==> src/rtl/sensor_pkg.sv <==
// Shared types and constants for the sensor debounce front end.
// State encoding, default debounce depth and glitch counter width.
package sensor_pkg;

   typedef enum logic [1:0] {
      ST_LOW   = 2'd0,
      CHK_HIGH = 2'd1,
      ST_HIGH  = 2'd2,
      CHK_LOW  = 2'd3
   } state_t;

   localparam int SENSOR_DEB_DEFAULT = 8;
   localparam int GLITCH_W           = 8;

endpackage

==> src/rtl/sensor_sync.sv <==
// Generic 1-bit two-flop synchronizer with synchronous reset.
// Reusable for any asynchronous single-bit input.
module sensor_sync (
   input  logic clk,
   input  logic reset,
   input  logic din,
   output logic dout
);

   logic q1;

   // Two back-to-back flops to settle metastability before use.
   always_ff @(posedge clk) begin
      if (reset) begin
         q1   <= 1'b0;
         dout <= 1'b0;
      end else begin
         q1   <= din;
         dout <= q1;
      end
   end

endmodule

==> src/rtl/sensor_debounce.sv <==
// Synchronizes and debounces a raw sensor line; emits level plus strobes.
// Optional glitch counter port enabled by SENSOR_GLITCH_CNT_EN.
module sensor_debounce
   import sensor_pkg::*;
#(
   parameter  int DEB_CYCLES = SENSOR_DEB_DEFAULT,
   localparam int CNT_W      = $clog2(DEB_CYCLES + 1)
) (
   input  logic clk,
   input  logic reset,
   input  logic sensor_in,
   output logic sensor_out,
   output logic rise,
   output logic fall
`ifdef SENSOR_GLITCH_CNT_EN
   ,
   output logic [GLITCH_W-1:0] glitch_cnt
`endif
);

   localparam logic [CNT_W-1:0] CNT_LAST = CNT_W'(DEB_CYCLES - 1);
   localparam logic [CNT_W-1:0] CNT_ONE  = CNT_W'(1);

   state_t           state;
   state_t           state_n;
   logic [CNT_W-1:0] cnt;
   logic [CNT_W-1:0] cnt_n;
   logic             q2;
   logic             out_n;
   logic             rise_n;
   logic             fall_n;
   logic             abort;

   sensor_sync u_sync (
      .clk   (clk),
      .reset (reset),
      .din   (sensor_in),
      .dout  (q2)
   );

   // State, counter and registered outputs; reset drops straight to low.
   always_ff @(posedge clk) begin
      if (reset) begin
         state      <= ST_LOW;
         cnt        <= '0;
         sensor_out <= 1'b0;
         rise       <= 1'b0;
         fall       <= 1'b0;
      end else begin
         state      <= state_n;
         cnt        <= cnt_n;
         sensor_out <= out_n;
         rise       <= rise_n;
         fall       <= fall_n;
      end
   end

   // Next state: count identical samples, accept on the last one.
   always_comb begin
      state_n = state;
      cnt_n   = cnt;
      out_n   = sensor_out;
      rise_n  = 1'b0;
      fall_n  = 1'b0;
      abort   = 1'b0;
      unique case (state)
         ST_LOW: begin
            if (q2) begin
               state_n = CHK_HIGH;
               cnt_n   = CNT_ONE;
            end else begin
               cnt_n = '0;
            end
         end
         CHK_HIGH: begin
            if (!q2) begin
               state_n = ST_LOW;
               cnt_n   = '0;
               abort   = 1'b1;
            end else if (cnt == CNT_LAST) begin
               state_n = ST_HIGH;
               cnt_n   = '0;
               out_n   = 1'b1;
               rise_n  = 1'b1;
            end else begin
               cnt_n = cnt + CNT_ONE;
            end
         end
         ST_HIGH: begin
            if (!q2) begin
               state_n = CHK_LOW;
               cnt_n   = CNT_ONE;
            end else begin
               cnt_n = '0;
            end
         end
         CHK_LOW: begin
            if (q2) begin
               state_n = ST_HIGH;
               cnt_n   = '0;
               abort   = 1'b1;
            end else if (cnt == CNT_LAST) begin
               state_n = ST_LOW;
               cnt_n   = '0;
               out_n   = 1'b0;
               fall_n  = 1'b1;
            end else begin
               cnt_n = cnt + CNT_ONE;
            end
         end
         default: begin
            state_n = ST_LOW;
            cnt_n   = '0;
         end
      endcase
   end

`ifdef SENSOR_GLITCH_CNT_EN
   // Saturating count of checks aborted without a level change.
   always_ff @(posedge clk) begin
      if (reset) begin
         glitch_cnt <= '0;
      end else if (abort && (glitch_cnt != '1)) begin
         glitch_cnt <= glitch_cnt + GLITCH_W'(1);
      end
   end
`else
   logic unused_abort;
   assign unused_abort = abort;
`endif

endmodule

==> config.mk <==
export PLATFORM = sky130hd
export DESIGN_NAME = sensor_debounce
export DESIGN_NICKNAME = d
export VERILOG_FILES = /design/src/rtl/sensor_pkg.sv /design/src/rtl/sensor_sync.sv /design/src/rtl/sensor_debounce.sv
export SDC_FILE = /design/constraint.sdc
export NUM_CORES = 1
export LEC_CHECK = 0
export CORE_AREA = 2 2 39 41
export CTS_CLUSTER_DIAMETER = 100
export DETAILED_ROUTE_END_ITERATION = 8
export DIE_AREA = 0 0 41 43
export GPL_TIMING_DRIVEN = 0
export PLACE_DENSITY = 0.56
export SLEW_MARGIN = 10
export SYNTH_ARGS = -nofsm -noshare
export SYNTH_HDL_FRONTEND = slang
export SYNTH_SLANG_ARGS = --single-unit
==> constraint.sdc <==
create_clock -name clk -period 2.4 [get_ports clk]
set_input_delay 0.36 -clock clk [delete_from_list [all_inputs] [get_ports clk]]
set_output_delay 0.36 -clock clk [all_outputs]
set_load 0.05 [all_outputs]
==> summary.txt <==
Logic synthesis
  – Yosys warning count: 0
  – Syn nets: 42
  – Netlist cell types: 20
  – Post-synthesis sequential area ratio: 0.5483
  – Syn Std Cell Area: 401.6 um^2
  – FF+latch count, synth: 11
  – Cell count after synthesis: 38
  – Avg Cell Area, Syn: 10.57 um^2

STA
  – Fin. Hold Viols: 0
  – Final setup fails: 0
  – Clock Skew: 2.551 ps
  – Slew headroom: 0.6713
  – Min cycle time layout: 1785 ps
  – Setup TNS: 0 ps
  – Unrepaired setup endpoints after global routing: no
  – Worst-Margin Slew: 491.6 ps
  – Final slew viol count: 0
  – Final Cycle Share: 0.7438
  – Fmax: 560.2 MHz

Placed design
  – HPWL after DPL: 415.1 um
  – Routability cong.: 0.6056
  – Port bufs: 5
  – DP Cell Count: 59

Worst setup path
  – Crit end category: output pin
  – Slowest stage cell on the critical path: clkdlybuf4s50_1
  – Reg2reg start: cnt[0]
  – Largest delay share family, worst path: buffers and inverters
  – WS Path Type: reg -> out
  – Depth of the worst register-to-register path: 4
  – Type of origin of the critical path: flip-flop
  – Crit path cell chain: clkdlybuf4s50_1
  – Crit-path max cell delay: 810 ps
  – Worst flop-to-flop path endpoint: sensor_out
  – Critical Path RT: 2040 ps
  – Critical path origin: sensor_out
  – Reg-to-reg slack, setup: 1130 ps
  – Logic depth of the worst path, buffers included: 1
  – Critical Path Fanout Max: 3
  – Worst path bufs/invs: 1
  – Critical Path AT: 1430 ps
  – Critical Path End: sensor_out

Flow run
  – MaxCap Viol Count: 0

Final layout
  – Ant. Diodes: 0
  – Multi-input logic area: 177.7 um^2
  – Final core utilization: 0.3608
  – Share of cells above drive strength 1: 0.1277
  – Register Area: 220.2 um^2
  – Fillers: 140
  – NumNets Final: 52
  – Area Growth Syn to Fin: 24.30%
  – Final cell count without fillers: 63

Clocking
  – Latest clock arrival within the worst-skew pair: 270 ps
  – Post-CTS resize count: 0
  – CTS Root Buffer Type: clkbuf_4
  – Clk sinks: 11
  – CTS tree: done
  – Postcts setup bufs: 0
  – CTS HTree Levels: 1
  – Clk buf depth: 2
  – Reg clk slew, reported paths: 70 ps
  – CTS Hold Buffers Added: 0
  – TritonCTS Buffers: 3

Min path
  – Hold crit path type: reg -> reg
  – WHS Path Cells: 1

Floorplan
  – Rows: 14
  – I/O pin count: 6
  – Core Box Area: 1384 um^2
  – Initial Util: 0.2902
  – Die H: 43 um
  – Die area: 1763 um^2
  – Chip width: 41 um

Routing
  – Remaining DRCs: 0
  – Drt first pass iters: 2
  – Vias: 281
  – DR vias/cell: 4.460
  – Drt total wl: 577 um
  – DRT iter0 DRCs: 3
  – Post-route ant nets: 0
  – Routed WL per cell: 9.159 um

Global routing
  – Grt ovf: 0
  – Met3 Use GR: 0.09424
  – Initial antenna violation count: 0
  – GR Util met1: 0.1023
  – Largest net degree at the start of global routing: 8
  – GRT Total Usage: 0.08603
  – First-pass GRT wire length: 897 um
  – Most Crowded Layer GR: met1
  – Met2 Track Usage GR: 0.09375
  – Vias in the first global route: 215

Power
  – Leak: 0.0002298 uW
  – VDD IR max: 261.7 uV
  – PD cells: 669.5 nW/um^2

Outcome
  – Status: finished, final reports clean
## Yosys cell counts, drive strengths merged
cell type,instances,share of area
mux2,1,0.028
nor2,2,0.019
nand2b,2,0.031
inv,1,0.0093
a21oi,1,0.012
dfxtp,11,0.55
nor3,2,0.025
and2,2,0.031
or2,1,0.016
a31oi,1,0.016
nand4b,1,0.037
xor2,1,0.022
and3,3,0.047
o21ai,2,0.025
nand3,1,0.012
ha,1,0.031
nand2,1,0.0093
and3b,1,0.025
mux2i,1,0.025
nor2b,2,0.031
## flip-flops by register name, indices dropped and copies added (netlist names), named ones only
| signal | count |
|---|---|
| u_sync.dout | 1 |
| state | 1 |
| sensor_out | 1 |
| u_sync.q1 | 1 |
| cnt | 4 |
| fall | 1 |
| rise | 1 |
## worst min path at each step
| stage | startpoint | end | slack, ps |
|---|---|---|---|
| floorplan | u_sync.q1 | u_sync.dout | 410 |
| global placement | u_sync.q1 | u_sync.dout | 430 |
| detailed placement | u_sync.q1 | u_sync.dout | 430 |
| CTS | u_sync.q1 | u_sync.dout | 460 |
| global route | u_sync.q1 | u_sync.dout | 470 |
| finish | u_sync.q1 | u_sync.dout | 450 |
## worst reg2reg max path, stage by stage (launching register included)
cell and delay [ps]:
dfxtp_1 360, ha_1 250, nand4b_2 200, or2_0 240
a31oi_1 160
## layer usage
layer	vias to the layer above	part of all wire
met5	-	0
met4	0	0
met3	0	0.073
met2	7	0.45
met1	125	0.47
li1	149	-
## where the power goes
group	internal, uW	switching [uW]
Sequential	186	2.61
Combinational	8.23	10.2
Clock	61.7	65.1
## kinds of logic after synthesis
group           after synthesis  synth area share
compound gates                4           0.05296
xor+xnor                      1           0.02181
fa+ha+maj                     1           0.03115
buf+inv                       1          0.009337
flops                        11            0.5483
mux                           2           0.05296
simple gates                 18            0.2835
## per-stage QoR
stage                     hold slack (ps)  worst slack (ps)  power, uW  cell area (um^2)
final                               449.6             614.8      334.2             499.2
after global routing                466.6             548.4      355.5             499.2
after CTS                           456.4             589.5      344.5             499.2
after detailed placement            426.9             904.6      212.0             471.7
after global placement              428.1             900.9      211.9             471.7
after floorplan                     413.8              1257      203.0             401.6
## cell type report
| cell class | count | share of cell area |
|---|---|---|
| Sequential cell | 11 | 0.4411 |
| Multi-Input combinational cell | 26 | 0.3559 |
| Timing Repair Buffer | 5 | 0.1003 |
| Clock buffer | 3 | 0.04511 |
| Tap cell | 16 | 0.04010 |
| Clock inverter | 1 | 0.01003 |
| Inverter | 1 | 0.007519 |
## cell usage in the layout (no fill, tap or decap), drive strengths merged
cell,netlist,final
ha,1,1
xor2,1,1
nor3,2,2
nand3,1,1
nand2,1,1
or2,1,1
and3b,1,1
mux2i,1,1
dfxtp,11,11
a31oi,1,1
inv,1,1
clkbuf,0,3
nor2,2,2
clkdlybuf4s50,0,5
mux2,1,1
nand2b,2,2
o21ai,2,2
nor2b,2,2
and3,3,3
a21oi,1,1
nand4b,1,1
and2,2,2
clkinv,0,1
Power figures use the tool's default switching activity.
